`src/rtl/yadan_pipe_pkg.sv`:
```
// rtl/yadan_pipe_pkg.sv - shared pipeline payload types and NOP constants
//
// Purpose: payload structs carried between pipeline stages, their packed
//          widths, the NOP field encodings and the entry-register opcode
//          used by pipe_skid_entry.
// Ports:   none (package).

package yadan_pipe_pkg;

  // NOP instruction field encodings
  localparam logic [4:0]  NOPRegAddr   = 5'b00000;
  localparam logic        WriteDisable = 1'b0;
  localparam logic [31:0] ZeroWord     = 32'h0000_0000;
  localparam logic [7:0]  EXE_NONE     = 8'h00;

  typedef struct packed {
    logic        wreg;      // register write enable
    logic [4:0]  wd;        // destination register
    logic [31:0] wdata;     // result to write back
    logic [7:0]  aluop;     // memory-stage operation
    logic [31:0] mem_addr;  // load/store address
    logic [31:0] reg2;      // store data
  } ex_mem_t;

  typedef struct packed {
    logic        wreg;
    logic [4:0]  wd;
    logic [31:0] wdata;
  } mem_wb_t;

  localparam int unsigned EX_MEM_W = $bits(ex_mem_t);
  localparam int unsigned MEM_WB_W = $bits(mem_wb_t);

  localparam ex_mem_t EX_MEM_NOP = '{
    wreg:     WriteDisable,
    wd:       NOPRegAddr,
    wdata:    ZeroWord,
    aluop:    EXE_NONE,
    mem_addr: ZeroWord,
    reg2:     ZeroWord
  };

  localparam mem_wb_t MEM_WB_NOP = '{
    wreg:  WriteDisable,
    wd:    NOPRegAddr,
    wdata: ZeroWord
  };

  // Per-cycle command for one valid+data entry register
  typedef enum logic [1:0] {
    ENT_HOLD  = 2'd0,
    ENT_LOAD  = 2'd1,
    ENT_CLEAR = 2'd2
  } ent_op_e;

endpackage

```
`src/rtl/pipe_skid_entry.sv`:
```
// rtl/pipe_skid_entry.sv - one valid+data entry register with load/clear
//
// Purpose: holds a single payload word and its valid bit. An empty entry
//          always holds CLR_VALUE so downstream sees a clean bubble.
// Ports:
//   clk        in   clock
//   rst        in   synchronous active-high reset (-> empty, CLR_VALUE)
//   op         in   ENT_HOLD / ENT_LOAD / ENT_CLEAR
//   load_valid in   valid bit to load on ENT_LOAD
//   load_data  in   data to load on ENT_LOAD (ignored when load_valid=0)
//   valid      out  entry holds a real payload
//   data       out  entry payload, CLR_VALUE when empty

module pipe_skid_entry
  import yadan_pipe_pkg::*;
#(
  parameter int unsigned     W         = 64,
  parameter logic [W-1:0]    CLR_VALUE = {W{1'b0}}
) (
  input  logic         clk,
  input  logic         rst,
  input  ent_op_e      op,
  input  logic         load_valid,
  input  logic [W-1:0] load_data,
  output logic         valid,
  output logic [W-1:0] data
);

  logic         valid_q, valid_d;
  logic [W-1:0] data_q,  data_d;

  always_comb begin
    valid_d = valid_q;
    data_d  = data_q;
    case (op)
      ENT_LOAD: begin
        valid_d = load_valid;
        // an invalid load is a bubble: force the NOP pattern
        data_d  = load_valid ? load_data : CLR_VALUE;
      end
      ENT_CLEAR: begin
        valid_d = 1'b0;
        data_d  = CLR_VALUE;
      end
      default: ;
    endcase
  end

  always_ff @(posedge clk) begin
    if (rst) begin
      valid_q <= 1'b0;
      data_q  <= CLR_VALUE;
    end else begin
      valid_q <= valid_d;
      data_q  <= data_d;
    end
  end

  assign valid = valid_q;
  assign data  = data_q;

endmodule

```
`src/rtl/pipe_stage_buf.sv`:
```
// rtl/pipe_stage_buf.sv - valid/ready pipeline stage with 2-entry skid buffer
//
// Purpose: carries an opaque payload between two stages. A main entry drives
//          the outputs; a skid entry absorbs the word accepted while the
//          downstream stalls, so in_ready comes straight from a flop. Empty
//          cycles present NOP_VALUE. flush kills both entries.
// Optional: PIPE_STAGE_PERF_EN adds saturating stall/bubble counters.
// Ports:
//   clk, rst          clock, synchronous active-high reset
//   flush             synchronous kill of both entries
//   in_valid/in_ready/in_data      upstream handshake and payload
//   out_valid/out_ready/out_data   downstream handshake and payload
//   perf_stall_cnt    cycles with out_valid=1, out_ready=0 (perf build)
//   perf_bubble_cnt   cycles with out_valid=0 (perf build)

module pipe_stage_buf
  import yadan_pipe_pkg::*;
#(
  parameter int unsigned       DATA_W    = 64,
  parameter logic [DATA_W-1:0] NOP_VALUE = {DATA_W{1'b0}},
  parameter int unsigned       PERF_W    = 32
) (
  input  logic              clk,
  input  logic              rst,
  input  logic              flush,
  input  logic              in_valid,
  output logic              in_ready,
  input  logic [DATA_W-1:0] in_data,
  output logic              out_valid,
  input  logic              out_ready,
`ifdef PIPE_STAGE_PERF_EN
  output logic [DATA_W-1:0] out_data,
  output logic [PERF_W-1:0] perf_stall_cnt,
  output logic [PERF_W-1:0] perf_bubble_cnt
`else
  output logic [DATA_W-1:0] out_data
`endif
);

  logic              skid_valid;
  logic [DATA_W-1:0] skid_data;

  ent_op_e           main_op,       skid_op;
  logic              main_ld_valid, skid_ld_valid;
  logic [DATA_W-1:0] main_ld_data,  skid_ld_data;
  logic              skid_valid_nxt;

  logic              in_ready_q, in_ready_d;
  logic              consume, accept;

  always_comb begin
    consume        = out_valid & out_ready;
    accept         = in_valid & in_ready_q;
    main_op        = ENT_HOLD;
    skid_op        = ENT_HOLD;
    main_ld_valid  = 1'b0;
    skid_ld_valid  = 1'b0;
    main_ld_data   = in_data;
    skid_ld_data   = in_data;
    skid_valid_nxt = skid_valid;

    if (flush) begin
      // a same-cycle consume has already completed downstream; any
      // accepted input is simply dropped
      main_op        = ENT_CLEAR;
      skid_op        = ENT_CLEAR;
      skid_valid_nxt = 1'b0;
    end else if (!out_valid || consume) begin
      main_op = ENT_LOAD;
      if (skid_valid) begin
        // skid is older than anything arriving now: promote it first
        main_ld_valid  = 1'b1;
        main_ld_data   = skid_data;
        skid_op        = ENT_LOAD;
        skid_ld_valid  = accept;
        skid_valid_nxt = accept;
      end else begin
        // no input means a bubble (entry loads NOP_VALUE)
        main_ld_valid = accept;
      end
    end else if (accept) begin
      skid_op        = ENT_LOAD;
      skid_ld_valid  = 1'b1;
      skid_valid_nxt = 1'b1;
    end

    in_ready_d = ~skid_valid_nxt;
  end

  pipe_skid_entry #(
    .W         (DATA_W),
    .CLR_VALUE (NOP_VALUE)
  ) u_main (
    .clk        (clk),
    .rst        (rst),
    .op         (main_op),
    .load_valid (main_ld_valid),
    .load_data  (main_ld_data),
    .valid      (out_valid),
    .data       (out_data)
  );

  pipe_skid_entry #(
    .W         (DATA_W),
    .CLR_VALUE (NOP_VALUE)
  ) u_skid (
    .clk        (clk),
    .rst        (rst),
    .op         (skid_op),
    .load_valid (skid_ld_valid),
    .load_data  (skid_ld_data),
    .valid      (skid_valid),
    .data       (skid_data)
  );

  // dedicated flop so upstream never sees a combinational path from out_ready
  always_ff @(posedge clk) begin
    if (rst) begin
      in_ready_q <= 1'b1;
    end else begin
      in_ready_q <= in_ready_d;
    end
  end

  assign in_ready = in_ready_q;

`ifdef PIPE_STAGE_PERF_EN
  logic [PERF_W-1:0] stall_q,  stall_d;
  logic [PERF_W-1:0] bubble_q, bubble_d;

  always_comb begin
    stall_d  = stall_q;
    bubble_d = bubble_q;
    if (out_valid && !out_ready && (stall_q != {PERF_W{1'b1}})) begin
      stall_d = stall_q + PERF_W'(1);
    end
    if (!out_valid && (bubble_q != {PERF_W{1'b1}})) begin
      bubble_d = bubble_q + PERF_W'(1);
    end
  end

  // cleared by rst only; flush does not touch the statistics
  always_ff @(posedge clk) begin
    if (rst) begin
      stall_q  <= '0;
      bubble_q <= '0;
    end else begin
      stall_q  <= stall_d;
      bubble_q <= bubble_d;
    end
  end

  assign perf_stall_cnt  = stall_q;
  assign perf_bubble_cnt = bubble_q;
`else
  if (PERF_W == 0) begin : g_perf_w_unused
  end
`endif

endmodule

```
`config.mk`:
```
export PLATFORM = sky130hd
export DESIGN_NAME = pipe_stage_buf
export DESIGN_NICKNAME = d
export VERILOG_FILES = /design/src/rtl/yadan_pipe_pkg.sv /design/src/rtl/pipe_skid_entry.sv /design/src/rtl/pipe_stage_buf.sv
export SDC_FILE = /design/constraint.sdc
export NUM_CORES = 1
export LEC_CHECK = 0
export ABC_AREA = 1
export CAP_MARGIN = 40
export CORE_ASPECT_RATIO = 0.8
export CORE_MARGIN = 4
export CORE_UTILIZATION = 31
export DETAILED_ROUTE_END_ITERATION = 7
export DONT_BUFFER_PORTS = 1
export SLEW_MARGIN = 20
export SYNTH_ARGS = -nofsm -noshare
export SYNTH_HDL_FRONTEND = slang
export SYNTH_SLANG_ARGS = --single-unit
```
`constraint.sdc`:
```
create_clock -name clk -period 1.5 [get_ports clk]
set_clock_uncertainty 0.05 [all_clocks]
set_input_delay 0.15 -clock clk [delete_from_list [all_inputs] [get_ports clk]]
set_output_delay 0.15 -clock clk [all_outputs]
set_load 0.01 [all_outputs]
```
=== Word-level counts from Yosys, hierarchy flattened ===
Cells that the tools add are included.

* Bits in registers: 131
* Bits in latches: 0
* Bits in writable memories: 0
* Bits in read-only memories: 0
* Input bits: 69
* Output and inout bits: 66
* Word-level logic and storage cells: 41
* Memories kept: 0

* $add $sub $neg: 0
* $mul: 0
* Divide/modulo/power cells: 0
* Order comparisons: 0
* Eq/ne operators: 4
* Shift-type cells: 0
* Muxes and demuxes: 25
* Bitwise gates (word level): 3
* Reductions and logical operators: 4

{| class="wikitable"
|+ Operators with widths
! operator !! count
|-
| 64-bit two-way mux || 5
|-
| 64-bit one-hot mux with 2 select lines || 2
|-
| 1-bit two-way mux || 13
|-
| 2-bit two-way mux || 3
|-
| 2-bit by 1-bit == test with 1-bit output (second input constant) || 2
|-
| 2-bit == test (second input constant) || 2
|-
| 1-bit one-hot mux with 2 select lines || 2
|-
| 2-bit nonzero test || 2
|-
| 1-bit AND || 2
|-
| 1-bit zero test || 1
|-
| 1-bit logical OR || 1
|-
| 1-bit NOT || 1
|}

=== Logic depth before layout (Yosys ltp) ===
Gate-level depths: netlist (run 1).

* Depth in word-level cells: 6
* Mapped depth: 8
* Mapped depth without buffers: 7

=== By module ===
Synthesis (run 1) repeated with hierarchy kept, for this count alone.

* Cells, all modules: 1077
* Area total of the unflattened synthesis: 6618.8 um^2

{| class="wikitable"
|+ Modules (own cells, without submodules)
! module !! instances !! cells an instance !! area each (um^2) !! seq. area each (um^2)
|-
| pipe_skid_entry || 2 || 422 || 2781.4 || 1301.2
|-
| pipe_stage_buf || 1 || 233 || 1056.0 || 20.0
|}

=== Worst setup path before layout (run 1) ===
OpenSTA, ideal clock, no wires.

* Kind: reg2reg
* Start point: register u_main.valid_q (netlist: u_main.valid)
* End point: register u_main.data_q[24] (netlist: u_main.data[24])
* Setup time: 0.132 ns
* Arrival: 1.105 ns
* Data required time: 1.318 ns
* Path slack: 0.213 ns
* Stages on the path, launching flop included: 7
* Buffers on the path: 1
* Period minus slack after synthesis: 1.287 ns
* Cell sequence: dfxtp_1 -> nand2_2 -> nand3_2 -> clkbuf_1 -> nand2_1 -> nand3_2 -> a21oi_2

* Cells in the longest elaborated chain, start to end: 6
* Elaborated cells between the ends (all ways): 14
* Those cells by class: 2 x eq/ne; 8 x mux; 1 x bitwise; 3 x reduce/logical

{| class="wikitable"
|+ RTL lines
! element !! line !! source
|-
| start, declared || pipe_skid_entry.sv:29 || <nowiki>logic valid_q, valid_d;</nowiki>
|-
| start signal, assigned || pipe_skid_entry.sv:54 || <nowiki>valid_q <= valid_d;</nowiki>
|-
| 1-bit AND or 1-bit zero test (tied branches) || pipe_stage_buf.sv:52, pipe_stage_buf.sv:68 ||
|-
| 1-bit logical OR * || pipe_stage_buf.sv:68 || <nowiki>end else if (!out_valid || consume) begin</nowiki>
|-
| 1-bit two-way mux or 64-bit two-way mux (tied branches) || pipe_stage_buf.sv:68 ||
|-
| 2-bit two-way mux, or another cell as far along || pipe_stage_buf.sv:62 || <nowiki>if (flush) begin</nowiki>
|-
| 2-bit == test, or another cell as far along || pipe_skid_entry.sv:35 || <nowiki>case (op)</nowiki>
|-
| 64-bit one-hot mux with 2 select lines or 2-bit nonzero test (tied branches) || n/a ||
|-
| end signal, assigned || pipe_skid_entry.sv:55 || <nowiki>data_q <= data_d;</nowiki>
|-
| end, declared || pipe_skid_entry.sv:30 || <nowiki>logic [W-1:0] data_q, data_d;</nowiki>
|}

Mark *: on every way between the ends. The rest lies on a longest branch, timed or not.
A chain may end at the register's enable or synchronous reset.

=== Final worst setup path (run 1) ===
* Start point: register u_main.valid_q (netlist: u_main.valid)
* End point: register u_main.data_q[29] (netlist: u_main.data[29])

Same word-level chain as after synthesis.

==> flow_summary.ini, run 1 <==
[outcome]
run_status = complete, but fails checks
failed_checks = negative hold slack

[synthesis]
yosys_warnings = 0
synth_top_cell_area_share = 0.453
synth-seq-cells = 131
postSynthAreaPerCell_um2 = 7.33
ys_seq_area_frac = 0.453
synth_instances = 790
synth.net_count = 859
synth.largest_area_cell = sky130_fd_sc_hd__dfxtp_1
synth_cell_type_count = 21
yosys-top-cells-area = sky130_fd_sc_hd__dfxtp_1 (45%), sky130_fd_sc_hd__nand2_1 (13%), sky130_fd_sc_hd__nand3_1 (10%), sky130_fd_sc_hd__a21oi_1 (10%), sky130_fd_sc_hd__or2_2 (5.4%)
syn-cell-area_um2 = 5790

[final_layout]
layout.cells.most_common_list = sky130_fd_sc_hd__nand2_1 (196), sky130_fd_sc_hd__dfxtp_1 (131), sky130_fd_sc_hd__nand3_1 (120)
ratio_of_cells_with_drive_above_1_in_the_final_layout = 0.161
layout.cells.most_common = sky130_fd_sc_hd__nand2_1
antennaDiodeCount = 0
total_nets_final = 840
layout-area-overhead-vs-synth_pct = 14.9
final_area_um2 = 6660

[flow_run]
max_capacitance_violation_count = 0

[clocking]
clock_path_buffers = 2
ctsHtreeMaxLevel = 4
cts_clock_pin_slew_for_the_worst_setup_and_hold_paths_ns = 0.06
post_cts_buffers = 0
number_of_clock_sinks = 131
cts-resized-gates = 0
cts_root_buf = sky130_fd_sc_hd__clkbuf_16
numCtsBuffers = 17
cts_tree = done
cts_hold_buffers = 3
clkLatencyLatePin_ns = 0.42

[floorplanning]
placeableCoreArea_um2 = 18200
fp.dieW_um = 161
floorplan.initialDensity = 0.318
rows = 44
fp.dieH_um = 130
die_area_um2 = 21000
io_pins = 135

[drt]
first_iter_violations = 295
routed_wire_length_per_instance_um = 15.7
drcViolationCount = 0
route.vias.total = 4893
route.final.wire_length_mm = 16.3
avgViaCountPerCell = 4.72
drt_first_pass_iters = 4
antenna_violating_nets_post_route = 0

[placement]
gp_congestion = 0.741
hpwlAfterDp_mm = 9.88
dpl-instance-area_um2 = 6030
port_buffers = 0

[global_route]
initial_antenna_violation_count = 0
grt_pass1_vias = 4679
grt_first_pass_wirelength_mm = 26.0
grt_start_max_net_pins = 131
grt_usage = 0.157
overflow = 0

[timing]
finalHoldViolCount = 129
hold_ws_ns = -0.255
timing.slew.headroom = 0.781
timing.final.setup_violations = 0
finalSetupTns_ns = 0
tightestPinTransition_ns = 0.328
max_clock_freq_ghz = 0.749
final-max-slew-violation-count = 0
layout_min_cycle_time_ns = 1.33
rsz0062_at_grt = no
min_period_over_period = 0.890

[power]
leakagePower_nw = 2.55
pwr_density_nw_per_um2 = 1230
vdd.ir_drop.worst_uv = 510

[setup_path]
worst-endpoint-arrival_ns = 1.63
timing.critical_path.from_type = flip-flop
worstPathMaxFanout = 36
endpoint = u_main.data[29]$_SDFFE_PP0P_
cp_num_buf_inv = 1
worst_r2r_startpoint = u_main.valid$_SDFFE_PP0P_
timing.setup.critical_path_class = flip-flop to flip-flop
worstPathCellList = nand2_2 > nand2_2 > nor2_4 > buf_12 > nand3_2 > a21oi_2
timing.critical_path.max_delay_family = simple AND/OR/NAND/NOR gates
slowest_stage = sky130_fd_sc_hd__dfxtp_1
timing.critical_path.from = u_main.valid$_SDFFE_PP0P_
reg2reg_setup_slack_ns = 0.17
required_arrival_time_at_the_worst_endpoint_ns = 1.79
worst-path-stages = 6
critPathMostFrequentCell = sky130_fd_sc_hd__nand2_2
crit_path_end_kind = flip-flop
crit_path_max_incr_delay_ns = 0.31
worstReg2RegEnd = u_main.data[29]$_SDFFE_PP0P_
reg2reg_depth = 6

[min_path]
hp-class = input port to flip-flop
==> logic make-up after synthesis <==
family	share of synthesized area
DFF	0.453
AOI/OAI and AO/OA	0.118
and+or+nand+nor	0.327
buffers and inverters	0.102
==> flip-flops by register name, indices dropped and copies added (netlist names) <==
register,count
u_main.valid,1
u_skid.valid,1
in_ready,1
u_skid.data,64
u_main.data,64
==> Yosys cell counts <==
cell type                    n
sky130_fd_sc_hd__buf_2      22
sky130_fd_sc_hd__nor2_1      5
sky130_fd_sc_hd__a21oi_2    10
sky130_fd_sc_hd__buf_6       5
sky130_fd_sc_hd__a21oi_1   118
sky130_fd_sc_hd__nand3_2    11
sky130_fd_sc_hd__or2_1      14
sky130_fd_sc_hd__nor2_4      1
sky130_fd_sc_hd__inv_1      66
sky130_fd_sc_hd__nand2_1   196
sky130_fd_sc_hd__buf_8       1
sky130_fd_sc_hd__clkbuf_1   23
sky130_fd_sc_hd__o21ai_0     1
sky130_fd_sc_hd__dfxtp_1   131
sky130_fd_sc_hd__clkbuf_2    1
sky130_fd_sc_hd__nand3_1   120
sky130_fd_sc_hd__buf_4       7
sky130_fd_sc_hd__inv_2       4
sky130_fd_sc_hd__or2_2      50
sky130_fd_sc_hd__nand2_2     3
sky130_fd_sc_hd__buf_1       1
==> through the flow <==
step / total power (W) / hold slack [ns] / setup WS [ns] / utilization / cells
floorplan: 0.00401 / 0.235 / 0.213 / - / 790
global placement: 0.00405 / 0.180 / 0.198 / 0.331 / 1002
detailed placement: 0.00405 / 0.180 / 0.171 / 0.331 / 1002
CTS: 0.00835 / -0.268 / 0.154 / 0.365 / 1036
global route: 0.00852 / -0.271 / 0.0299 / 0.365 / 1036
finish: 0.00821 / -0.255 / 0.165 / 0.365 / 1036
==> layout make-up <==
type / instances / area (um2)
clock buffer: 23 / 468
clock inverter: 8 / 128
fill: 1891 / 11600
inverter: 70 / 263
multi-input combinational: 529 / 2590
sequential: 131 / 2620
tap: 253 / 317
timing repair buffer: 22 / 273
==> layer usage <==
layer | global-route usage | up-vias | share of wire
li1 | - | 2496 | -
met1 | 0.206 | 2267 | 0.46
met2 | 0.239 | 117 | 0.44
met3 | 0.0600 | 13 | 0.087
met4 | 0.0512 | 0 | 0.0084
met5 | 0 | - | 0
==> power breakdown <==
| group | switching [W] | internal [W] |
|---|---|---|
| registers | 0.0000687 | 0.00354 |
| clock network | 0.00154 | 0.00270 |
| logic | 0.000224 | 0.000139 |
| total | 0.00183 | 0.00638 |
==> how the worst min path moves through the flow <==
stage	slack, ns	cells after the start	from	end
after global placement	0.18	1	rst	u_skid.data[42]$_SDFFE_PP0P_
after detailed placement	0.18	1	rst	u_skid.data[42]$_SDFFE_PP0P_
after floorplan	0.24	2	flush	in_ready$_SDFF_PP1_
final	-0.25	1	rst	u_skid.data[43]$_SDFFE_PP0P_
after global routing	-0.27	1	rst	u_skid.data[50]$_SDFFE_PP0P_
after CTS	-0.27	1	rst	u_main.data[43]$_SDFFE_PP0P_
Power figures use the tool's default switching activity.
==> run 2, diff against run 1 <==
- CTS_CLUSTER_SIZE: default -> 24
==> results of run 2 <==
Final layout, timing and power as in run 1 (identical DEF).
==> run 3, diff against run 2 <==
- CORE_ASPECT_RATIO: 0.8 -> 1.25
- CORE_UTILIZATION: 31 -> 28
==> flow_summary.ini, run 3 (same netlist as run 1, synthesis figures left out) <==
[outcome]
run_status = complete, but fails checks
failed_checks = negative hold slack

[floorplanning]
rows = 58
io_pins = 135
placeableCoreArea_um2 = 20200
fp.dieH_um = 169
floorplan.initialDensity = 0.286
fp.dieW_um = 137
die_area_um2 = 23100

[min_path]
hp-class = input port to flip-flop

[final_layout]
finalNonFillerCells = 1062
layout.core_utilization = 0.338
layout.cells.most_common_list = sky130_fd_sc_hd__nand2_1 (196), sky130_fd_sc_hd__dfxtp_1 (131), sky130_fd_sc_hd__nand3_1 (120)
final_area_um2 = 6830
layout.cells.most_common = sky130_fd_sc_hd__nand2_1
ratio_of_cells_with_drive_above_1_in_the_final_layout = 0.169
total_nets_final = 848
antennaDiodeCount = 0
layout-area-overhead-vs-synth_pct = 18.0

[timing]
final-max-slew-violation-count = 0
max_clock_freq_ghz = 0.713
finalSetupTns_ns = 0
timing.final.setup_violations = 0
layout_min_cycle_time_ns = 1.40
timing.slew.headroom = 0.624
hold_ws_ns = -0.247
min_period_over_period = 0.935
tightestPinTransition_ns = 0.564
finalHoldViolCount = 129

[drt]
drt_first_pass_iters = 7
drcViolationCount = 0
antenna_violating_nets_post_route = 0
route.vias.total = 4837
first_iter_violations = 188
route.final.wire_length_mm = 16.1
avgViaCountPerCell = 4.55
routed_wire_length_per_instance_um = 15.2

[setup_path]
worstPathMaxFanout = 11
reg2reg_setup_slack_ns = 0.1
timing.setup.critical_path_class = flip-flop to flip-flop
timing.critical_path.from_type = flip-flop
required_arrival_time_at_the_worst_endpoint_ns = 1.79
reg2reg_depth = 8
timing.critical_path.from = u_skid.valid$_SDFFE_PP0P_
crit_path_end_kind = flip-flop
endpoint = u_main.data[40]$_SDFFE_PP0P_
worst_r2r_startpoint = u_skid.valid$_SDFFE_PP0P_
worst-endpoint-arrival_ns = 1.70
worstReg2RegEnd = u_main.data[40]$_SDFFE_PP0P_

[clocking]
clock_path_buffers = 2
numCtsBuffers = 17
ctsHtreeMaxLevel = 4
cts_root_buf = sky130_fd_sc_hd__clkbuf_16
clkLatencyLatePin_ns = 0.41
cts_clock_pin_slew_for_the_worst_setup_and_hold_paths_ns = 0.06
number_of_clock_sinks = 131
cts_tree = done

[flow_run]
max_capacitance_violation_count = 0

[global_route]
grt_pass1_vias = 4774
grt_start_max_net_pins = 131
overflow = 0
grt_usage = 0.141
initial_antenna_violation_count = 0
grt_first_pass_wirelength_mm = 25.5

[power]
vdd.ir_drop.worst_uv = 687
leakagePower_nw = 2.63
p_switching_w = 0.00181
pwr_density_nw_per_um2 = 1240
internal_power_w = 0.00664
seq_power_share = 0.428
power.share.combinational = 0.048
power.share.clock = 0.524
power.share.switching = 0.214

[placement]
gp_congestion = 0.736
place.detailed.instances = 1022
hpwlAfterDp_mm = 9.96
dpl-instance-area_um2 = 6070
port_buffers = 0
[run 3: changes by cell type in the layout (fill, tap and decap cells not counted)]
cell / change
sky130_fd_sc_hd__buf_12: +1
sky130_fd_sc_hd__buf_4: +1
sky130_fd_sc_hd__buf_6: +3
sky130_fd_sc_hd__bufinv_16: +1
sky130_fd_sc_hd__clkbuf_16: +2
sky130_fd_sc_hd__clkbuf_8: +1
sky130_fd_sc_hd__clkinv_4: -1
sky130_fd_sc_hd__dlygate4sd3_1: +1
[run 3: worst max-delay path: stages, from the launching register on]
cell,delay [ns]
sky130_fd_sc_hd__dfxtp_1,0.36
sky130_fd_sc_hd__inv_2,0.08
sky130_fd_sc_hd__nand2_1,0.10
sky130_fd_sc_hd__inv_2,0.05
sky130_fd_sc_hd__nor2_4,0.15
sky130_fd_sc_hd__buf_4,0.16
sky130_fd_sc_hd__clkbuf_16,0.17
sky130_fd_sc_hd__nand3_1,0.07
sky130_fd_sc_hd__a21oi_1,0.13
[run 3: worst min-delay path by stage]
stage | from | end | cells past startpoint
6_report | rst | u_main.data[48]$_SDFFE_PP0P_ | 1
3_3_place_gp | rst | u_skid.data[53]$_SDFFE_PP0P_ | 1
2_1_floorplan | flush | in_ready$_SDFF_PP1_ | 2
3_5_place_dp | rst | u_main.data[52]$_SDFFE_PP0P_ | 1
5_1_grt | rst | u_skid.data[53]$_SDFFE_PP0P_ | 1
4_1_cts | rst | u_main.data[48]$_SDFFE_PP0P_ | 1
[run 3: final cells by class]
| cell class | count | area, um2 |
|---|---|---|
| fillers | 2125 | 13400 |
| inverters | 70 | 263 |
| repair buffers | 30 | 394 |
| flip-flops and latches | 131 | 2620 |
| clock inverters | 8 | 149 |
| clock buffers | 24 | 482 |
| well taps | 270 | 338 |
| multi-input cells | 529 | 2590 |
[run 3: power by group through the flow]
| stage | Combinational (W) | Sequential [W] | Clock [W] |
|---|---|---|---|
| 3_5_place_dp | 0.000372 | 0.00369 | 0 |
| 2_1_floorplan | 0.000334 | 0.00367 | 0 |
| 4_1_cts | 0.000379 | 0.00361 | 0.00459 |
| 3_3_place_gp | 0.000369 | 0.00369 | 0 |
| 6_report | 0.000409 | 0.00361 | 0.00442 |
| 5_1_grt | 0.000464 | 0.00362 | 0.00474 |
[run 3: stage by stage]
step	power, W	setup WS [ns]	hold WS (ns)
after global placement	0.00406	0.132	0.180
after CTS	0.00858	0.0424	-0.270
after global routing	0.00882	-0.00488	-0.273
after detailed placement	0.00406	0.0709	0.182
after floorplan	0.00401	0.213	0.235
final	0.00844	0.0973	-0.247
[run 3: per-layer routing]
| layer | track usage | vias up | wire length (um) |
|---|---|---|---|
| met1 | 0.164 | 2199 | 6600 |
| met5 | 0 | - | 0 |
| met4 | 0.0561 | 0 | 302 |
| li1 | - | 2507 | - |
| met2 | 0.238 | 113 | 8090 |
| met3 | 0.0452 | 18 | 1140 |
[run 3: timing repair]
item / in CTS / in global routing
gates resized for setup: 0 / 3
hold buffers: 3 / 1
setup endpoints to repair: 0 / 15
endpoints found under the hold margin: 131 / 129
setup buffers: 0 / 2
